<file path="config.mk">
export PLATFORM = sky130hd
export DESIGN_NAME = hazard_ctrl
export DESIGN_NICKNAME = d
export VERILOG_FILES = /design/src/rtl/hazard_ctrl.sv
export SDC_FILE = /design/constraint.sdc
export NUM_CORES = 1
export LEC_CHECK = 0
export ABC_AREA = 1
export CORE_AREA = 2 2 66 68
export CTS_CLUSTER_SIZE = 16
export DETAILED_ROUTE_END_ITERATION = 8
export DIE_AREA = 0 0 68 70
export GPL_TIMING_DRIVEN = 0
export PLACE_DENSITY = 0.87
export SLEW_MARGIN = 15
export SYNTH_ARGS = -nofsm -noshare
export SYNTH_HDL_FRONTEND = slang
export SYNTH_SLANG_ARGS = --single-unit
</file>
<file path="constraint.sdc">
create_clock -name clk -period 4.4 [get_ports clk]
set_input_delay 1.1 -clock clk [delete_from_list [all_inputs] [get_ports clk]]
set_output_delay 1.1 -clock clk [all_outputs]
set_load 0.01 [all_outputs]
</file>
<file path="src/rtl/hazard_ctrl.sv">
// hazard_ctrl: pipeline stall/flush sequencing for load-use, taken branch and data-memory waits
module hazard_ctrl #(
    parameter int REG_W     = 5,
    parameter int CNT_W     = 16,
    parameter int FLUSH_CYC = 1
) (
    input  logic             clk,
    input  logic             rst,
    input  logic [REG_W-1:0] id_rs1,
    input  logic [REG_W-1:0] id_rs2,
    input  logic             id_use_rs1,
    input  logic             id_use_rs2,
    input  logic [REG_W-1:0] ex_rd,
    input  logic             ex_memread,
    input  logic             ex_br_taken,
    input  logic             mem_req,
    input  logic             mem_ready,
    output logic             pc_write,
    output logic             ifid_pause,
    output logic             ifid_flush,
    output logic             idex_bubble,
    output logic             pipe_hold,
    output logic [CNT_W-1:0] stall_cnt,
    output logic [CNT_W-1:0] flush_cnt
);
    typedef enum logic [1:0] {RUN, MEMWAIT, FLUSH} state_t;

    state_t           state_q, state_d;
    logic [2:0]       fcnt_q, fcnt_d;
    logic [CNT_W-1:0] stall_cnt_q, stall_cnt_d, flush_cnt_q, flush_cnt_d;
    logic             memwait, lu, squash, br_go;

    assign memwait = mem_req & ~mem_ready;
    assign lu = ex_memread & (ex_rd != '0) &
                ((id_use_rs1 & (id_rs1 == ex_rd)) | (id_use_rs2 & (id_rs2 == ex_rd)));
    // a memwait that interrupted a squash keeps fcnt, so the squash resumes on release
    assign squash = (state_q == FLUSH) | ((state_q == MEMWAIT) & (fcnt_q != 3'd0));

    always_comb begin
        pc_write    = 1'b1;
        ifid_pause  = 1'b0;
        ifid_flush  = 1'b0;
        idex_bubble = 1'b0;
        pipe_hold   = 1'b0;
        state_d     = RUN;
        fcnt_d      = fcnt_q;
        br_go       = 1'b0;
        if (memwait) begin
            pc_write   = 1'b0;
            ifid_pause = 1'b1;
            pipe_hold  = 1'b1;
            state_d    = MEMWAIT;
        end else if (ex_br_taken) begin
            ifid_flush  = 1'b1;
            idex_bubble = 1'b1;
            br_go       = 1'b1;
            state_d     = (FLUSH_CYC > 1) ? FLUSH : RUN;
            fcnt_d      = (FLUSH_CYC > 1) ? 3'(FLUSH_CYC - 1) : 3'd0;
        end else if (squash) begin
            ifid_flush  = 1'b1;
            idex_bubble = 1'b1;
            state_d     = (fcnt_q > 3'd1) ? FLUSH : RUN;
            fcnt_d      = fcnt_q - 3'd1;
        end else if (lu) begin
            pc_write    = 1'b0;
            ifid_pause  = 1'b1;
            idex_bubble = 1'b1;
        end
        if (rst) begin
            pc_write    = 1'b0;
            ifid_pause  = 1'b0;
            ifid_flush  = 1'b1;
            idex_bubble = 1'b1;
            pipe_hold   = 1'b0;
        end
        stall_cnt_d = stall_cnt_q + CNT_W'(~pc_write & ~&stall_cnt_q);
        flush_cnt_d = flush_cnt_q + CNT_W'(br_go & ~&flush_cnt_q);
    end

    always_ff @(posedge clk or posedge rst) begin
        if (rst) begin
            state_q     <= RUN;
            fcnt_q      <= 3'd0;
            stall_cnt_q <= '0;
            flush_cnt_q <= '0;
        end else begin
            state_q     <= state_d;
            fcnt_q      <= fcnt_d;
            stall_cnt_q <= stall_cnt_d;
            flush_cnt_q <= flush_cnt_d;
        end
    end

    assign stall_cnt = stall_cnt_q;
    assign flush_cnt = flush_cnt_q;
endmodule
</file>
After elaboration in Yosys (flattened, before gate mapping)

Index checks and enable logic that the tools add are counted.

Reductions and logical operators: 8
Bitwise operators: 13
Equality and inequality tests: 4
Order comparisons: 1
Mux-type cells: 28
Add/subtract/negate cells: 3

Operator list:

| operator            | number |
|---|---|
| $reduce_and 16->1   | 2 |
| $mux 1              | 22 |
| $add 16x1->16       | 1 |
| $add 16x16->16      | 1 |
| $and 16x1->16       | 1 |
| $not 1->16          | 1 |
| $eq 5x5->1          | 2 |
| $mux 2              | 4 |
| $and 1x1->1         | 7 |
| $mux 3              | 2 |
| $reduce_bool 5->1   | 1 |
| $gt 3x1->1 const B  | 1 |
| $reduce_bool 3->1   | 1 |
| $sub 3x1->3 const B | 1 |
| $eq 2x1->1 const B  | 1 |
| $eq 2x2->1 const B  | 1 |
| $logic_not 1->1     | 2 |
| $not 1->1           | 2 |
| $or 1x1->1          | 2 |
| $reduce_and 2->1    | 1 |
| $reduce_bool 2->1   | 1 |

Word-level logic and storage cells: 61
Output and inout bits: 37
Register bits: 37
Input port bits: 23

Depth between registers and ports, before layout

Gate-level depths: netlist (run 1).

Word-level depth: 12
Gate-level depth with buffers: 17
Gate-level depth less buffers: 17

Worst setup path before layout (run 1)

No wires, ideal clock.

Kind: in2reg
From: input rst
To: register stall_cnt_q[14], in the netlist stall_cnt[14]
Arrival time: 2951 ps
Buffers on the path: 0
Stages: 9
Data required time: 4272 ps
Setup time: 128 ps
Path slack: 1322 ps
Cells stage by stage: inv_1 > a21oi_1 > ha_1 > ha_1 > nand2_1 > nor2_2 > nand2_1 > nor3_2 > xor2_1

Longest elaborated chain between the ends: 4

Ends and longest elaborated chain:

| item                 | line | text |
|---|---|---|
| from (decl)          | 8    | `input logic rst,` |
| $mux 1               | 69   | `if (rst) begin` |
| $not 1->16           | 76   | `stall_cnt_d = stall_cnt_q + CNT_W'(~pc_write & ~&stall_cnt_q);` |
| $and 16x1->16        | 76   |  |
| $add 16x16->16       | 76   |  |
| net stall_cnt_d[14]  | 30   | `logic [CNT_W-1:0] stall_cnt_q, stall_cnt_d, flush_cnt_q, flush_cnt_d;` |
| to (signal assigned) | 89   | `stall_cnt_q <= stall_cnt_d;` |
| to (decl)            | 30   |  |

The timed path passes the listed nets, and every way through them passes these cells.
A chain may end at the register's enable or synchronous reset.

Final worst setup path (run 1)

From: input mem_req
To: output ifid_pause

Longest elaborated chain between the ends: 3

Ends and longest elaborated chain:

| item        | line | text |
|---|---|---|
| from (decl) | 16   | `input logic mem_req,` |
| $and 1x1->1 | 33   | `assign memwait = mem_req & ~mem_ready;` |
| net memwait | 31   | `logic memwait, lu, squash, br_go;` |
| $mux 1      | 48   | `if (memwait) begin` |
| $mux 1      | 69   |  |
| to (decl)   | 19   | `output logic ifid_pause,` |

The timed path passes the listed nets, and every way through them passes these cells.

==> results of run 1 <==
-- path summary, 6_finish.rpt --
kind                                     from       endpoint  slack [ns]  cells after the start
worst max-delay path                  mem_req     ifid_pause        0.32                     10
worst min-delay path            stall_cnt[11]  stall_cnt[11]        0.50                      1
worst min register to register  stall_cnt[11]  stall_cnt[11]        0.50                      1
worst max register to register      fcnt_q[0]  stall_cnt[14]        1.72                     17
min in group asynchronous                 rst  stall_cnt[12]        1.41                      2
max in group asynchronous                 rst   flush_cnt[4]        2.51                      2
-- cells in the final DEF, fill, tap and decap left out, types with 2 or more instances in the layout --
master,Yosys,final
inv_1,31,30
nor3_1,2,2
nor2_2,4,4
clkdlybuf4s50_1,0,59
nor3_2,3,3
xor2_1,15,15
ha_1,7,7
xnor2_1,14,14
inv_2,2,3
clkbuf_8,0,7
nand3_2,3,3
nor2_1,18,18
nand2_1,55,55
nand4_1,4,4
a21oi_1,3,3
dfrtp_1,37,37
nand2_2,3,3
o21ai_0,3,3
nor2_4,2,2
nand3_1,13,13
-- cell families after synthesis --
logic type | share of synthesized area (%)
adders and majority gates | 4.43
AOI/OAI and AO/OA | 2.79
and+or+nand+nor | 26.8
DFF | 46.9
xor gates and xnor gates | 12.9
buffers and inverters | 6.27
-- worst max-delay path, cell delays in order --
cell and delay (ns):
clkdlybuf4s50_1 0.45, inv_1 0.03, nor2_1 0.18, inv_1 0.13, nand2_1 0.11, nand2_1 0.09
inv_1 0.14, nand2_1 0.11, nor2_1 0.09, clkdlybuf4s50_1 0.54
-- power breakdown --
group / leakage, nW / total (W) / switching, W / internal [W]
registers: 0.471 / 0.000513 / 0.0000970 / 0.000416
logic: 0.785 / 0.000379 / 0.000169 / 0.000209
clock network: 0.0542 / 0.000259 / 0.000117 / 0.000141
total: 1.31 / 0.00115 / 0.000384 / 0.000767
-- sequential cells by signal, summed over array words and instances (netlist names) --
| register | count |
|---|---|
| fcnt_q | 3 |
| state_q | 2 |
| stall_cnt | 16 |
| flush_cnt | 16 |
-- through the flow --
stage               power (W)  instance area (µm²)  setup WS, ns  instances
CTS                   0.00117                 2730         0.311        345
global placement     0.000885                 2630         0.348        337
floorplan            0.000694                 1980          1.32        226
detailed placement   0.000902                 2630         0.313        337
global route          0.00123                 2730         0.104        345
finish                0.00115                 2730         0.319        345
-- per-layer routing --
metal	part of all wire, %	GRT usage [%]	up-vias
li1	-	-	840
met1	41	21.7	779
met2	53	34.7	40
met3	4.9	5.64	7
met4	1.6	6.22	0
met5	0	0	-
-- cells in the mapped netlist, drive strengths merged --
cell type	number	area share (%)
o31ai	1	0.38
nor4	1	0.32
nor2	24	5.8
o22ai	1	0.32
dfrtp	37	47
or2	1	0.32
inv	33	6.3
xor2	15	6.6
o21ai	4	1.0
ha	7	4.4
xnor2	14	6.2
nand3	16	4.8
a31oi	1	0.32
nand4	4	1.3
nand2	58	11
nor3	6	2.9
a21oi	3	0.76
-- final cells by class --
cell class / instances / share of cell area [%]
Clock buffer: 7 / 3.53
Sequential cell: 37 / 33.9
Multi-Input combinational cell: 156 / 33.9
Tap cell: 52 / 2.38
Clock inverter: 1 / 0.183
Inverter: 33 / 4.53
Timing Repair Buffer: 59 / 21.6
==> flow_summary.ini, run 1 <==
[place]
detailed_place_hpwl_mm = 3.28
io_buffers = 59
gp_congestion = 0.838

[timing]
max_slew_margin_pct = 49.9
setup_viol_count_final = 0
rsz0062_at_grt = no
finalSetupTns_ns = 0
hold_viol_final = 0
tightest_slew_ns = 0.751
finClkSkew_ns = 0.00672
min_period_ns = 4.08
max_freq_ghz = 0.245
fin_crit_sh_pct = 92.8
holdWs_ns = 0.500
finalMaxSlewViolations = 0

[route]
drt-total-wl_mm = 4.18
drc = 0
dr_total_vias = 1666
drtIter0Drc = 88
dr.pass1.iters = 4
viasPerCell = 4.83
ant_nets = 0
post_drt_wl_per_cell_um = 12.1

[synth]
ys_types = 25
synthesis.nets = 256
synth_warnings = 0
synth-seq-area-share_pct = 46.9
synth-seq-cells = 37
syn_area_um2 = 1980
synthCells = 226
syn_area_per_cell_um2 = 8.74

[floorplan]
coreArea_um2 = 4140
die_h_um = 70
core.rowCount = 24
initial_core_util_pct = 47.7
die-area_um2 = 4760
die_w_um = 68
ios = 60

[cts]
root_buffer = clkbuf_8
cts_setup_buffers = 0
cts_hold_buf = 0
cts-htree-levels = 2
cts.sinks = 37
cts_tree = done
clk_pin_slew_worst_paths_ns = 0.07
numCtsBuffers = 5
cts_resized = 0
clockBufferDepth = 2
clock_latency_ns = 0.29

[worst_hold_path]
min_path_type = flop to flop

[worst_setup_path]
crit_type = primary input to primary output
cp.arrival_ns = 2.98
critPathMaxFanout = 5
startpoint_type = primary input
endpoint_kind = primary output
cp.required_ns = 3.30

[finish]
seqCellArea_um2 = 926
final_core_util_pct = 65.9
syn2layout_area_growth_pct = 38.3
fin_nets = 322
drive_above_1_share_pct = 9.56
multi_input_area_um2 = 926
antenna_cells = 0
nFillCells = 351

[global_route]
grt-ovfl-total = 0
grt_pass1_wl_mm = 7.05
gr-usage-all-layers_pct = 19.5
grt_max_degree = 39
grt_antenna_before_repair = 0
first_global_vias = 1673

[power]
p_per_area_nw_per_um2 = 421
ir_drop_v = 0.000304
power.leakage_nw = 1.31

[status]
outcome = complete, no violations

[flow_run]
drv_cap = 0
Note: power is estimated with default switching activity, not from simulation.
==> run 2, diff against run 1 <==
--- a/config.mk
+++ b/config.mk
@@ -7,11 +7,13 @@
 export LEC_CHECK = 0
 export ABC_AREA = 1
 export CORE_AREA = 2 2 66 68
+export CTS_CLUSTER_DIAMETER = 100
 export CTS_CLUSTER_SIZE = 16
 export DETAILED_ROUTE_END_ITERATION = 8
 export DIE_AREA = 0 0 68 70
 export GPL_TIMING_DRIVEN = 0
 export PLACE_DENSITY = 0.87
+export RECOVER_POWER = 100
 export SLEW_MARGIN = 15
 export SYNTH_ARGS = -nofsm -noshare
 export SYNTH_HDL_FRONTEND = slang
==> flow_summary.ini, run 2 (synthesized netlist as in run 1, its figures left out) <==
[floorplan]
core.rowCount = 24
die_w_um = 68
ios = 60
die-area_um2 = 4760
die_h_um = 70
coreArea_um2 = 4140
initial_core_util_pct = 47.7

[worst_hold_path]
min_path_type = flop to flop

[worst_setup_path]
endpoint_kind = primary output
critPathMaxFanout = 5
cp.arrival_ns = 2.98
crit_type = primary input to primary output
cp.required_ns = 3.30
startpoint_type = primary input
rrSetupSlack_ns = 1.58

[timing]
setup_viol_count_final = 0
fin_crit_sh_pct = 92.6
finClkSkew_ns = 0.00814
max_slew_margin_pct = 9.45
tightest_slew_ns = 1.36
min_period_ns = 4.08
max_freq_ghz = 0.245
finalSetupTns_ns = 0
hold_viol_final = 0
holdWs_ns = 0.498
rsz0062_at_grt = no
finalMaxSlewViolations = 0

[finish]
fin_nets = 322
nFillCells = 365
seqCellArea_um2 = 926
multi_input_area_um2 = 867
antenna_cells = 0
final_cell_mix = nand2_1 (57), dfrtp_1 (37), dlygate4sd3_1 (37)
syn2layout_area_growth_pct = 35.3
final_common_cell = nand2_1
final_core_util_pct = 64.5
drive_above_1_share_pct = 4.78

[place]
gp_congestion = 0.838
detailed_place_hpwl_mm = 3.28
io_buffers = 59

[cts]
cts-htree-levels = 2
cts_hold_buf = 0
cts.sinks = 37
numCtsBuffers = 5
clk_pin_slew_worst_paths_ns = 0.07
cts_setup_buffers = 0
cts_tree = done
clockBufferDepth = 2
clock_latency_ns = 0.29
cts_resized = 0
root_buffer = clkbuf_8

[route]
dr_total_vias = 1673
drc = 0
wl_met3_um = 202
drtIter0Drc = 86
post_drt_wl_per_cell_um = 12.1
ant_nets = 0
highest_layer = met4
dr.pass1.iters = 4
viasPerCell = 4.85
wl_met1_mm = 1.71
route.met2.wl_mm = 2.20
drt-total-wl_mm = 4.18

[global_route]
gr-usage-all-layers_pct = 19.5
grt_antenna_before_repair = 0
grt_max_degree = 39
grt-ovfl-total = 0
grt_pass1_wl_mm = 7.05
first_global_vias = 1673

[flow_run]
drv_cap = 0

[power]
power.leakage_nw = 1.37
p_per_area_nw_per_um2 = 415
ir_drop_v = 0.000291

[status]
outcome = complete, no violations
[run 2: changes by cell type in the layout (fill, tap and decap cells not counted), moves of 3 or more]
cell and change:
dlygate4sd3_1 +37, nand3_2 -3, clkdlybuf4s50_1 -37, nand3_1 +3, nor2_2 -3, nor2_1 +5
[run 2: area by class of cell]
type | instances | area share, %
flip-flops and latches | 37 | 34.6
multi-input cells | 156 | 32.4
repair buffers | 59 | 22.1
inverters | 33 | 4.63
clock buffers | 7 | 3.60
well taps | 52 | 2.43
clock inverters | 1 | 0.187
[run 2: power breakdown]
group	total, W	leakage, nW	internal (W)	switching [W]
sequential	0.000507	0.471	0.000416	0.0000909
combinational	0.000346	0.843	0.000183	0.000163
clock	0.000258	0.0542	0.000141	0.000116
[run 2: metal layers]
metal  vias up  track usage, %
met2        38            34.7
met1       785            21.7
li1        843               -
met4         0            6.22
met3         7            5.64
met5         -               0
[run 2: critical path, stage by stage]
cell	delay (ns)
clkdlybuf4s50_1	0.45
inv_1	0.03
nor2_1	0.18
inv_1	0.13
nand2_1	0.11
nand2_1	0.09
inv_1	0.14
nand2_1	0.11
nor2_1	0.09
clkdlybuf4s50_1	0.53
[run 2: final timing paths]
path	cells after the start	end	start
setup / recovery	10	ifid_pause	mem_req
hold / removal	1	stall_cnt[3]	stall_cnt[3]
setup reg to reg	17	stall_cnt[14]	fcnt_q[0]
hold reg to reg	1	stall_cnt[3]	stall_cnt[3]
max in group asynchronous	2	flush_cnt[4]	rst
min in group asynchronous	2	stall_cnt[12]	rst
[run 2: stage by stage]
| step | setup slack, ns | power (W) | instances | area (µm²) |
|---|---|---|---|---|
| after global routing | 0.106 | 0.00119 | 345 | 2670 |
| after floorplan | 1.32 | 0.000694 | 226 | 1980 |
| after global placement | 0.348 | 0.000885 | 337 | 2630 |
| after CTS | 0.311 | 0.00117 | 345 | 2730 |
| final | 0.324 | 0.00111 | 345 | 2670 |
| after detailed placement | 0.313 | 0.000902 | 337 | 2630 |
==> run 3, diff against run 2 <==
--- a/config.mk
+++ b/config.mk
@@ -11,9 +11,11 @@
 export CTS_CLUSTER_SIZE = 16
 export DETAILED_ROUTE_END_ITERATION = 8
 export DIE_AREA = 0 0 68 70
+export GPL_ROUTABILITY_DRIVEN = 1
 export GPL_TIMING_DRIVEN = 0
 export PLACE_DENSITY = 0.87
 export RECOVER_POWER = 100
+export REMOVE_ABC_BUFFERS = 1
 export SLEW_MARGIN = 15
 export SYNTH_ARGS = -nofsm -noshare
 export SYNTH_HDL_FRONTEND = slang
==> results of run 3 <==
Final layout, timing and power as in run 2 (identical DEF).
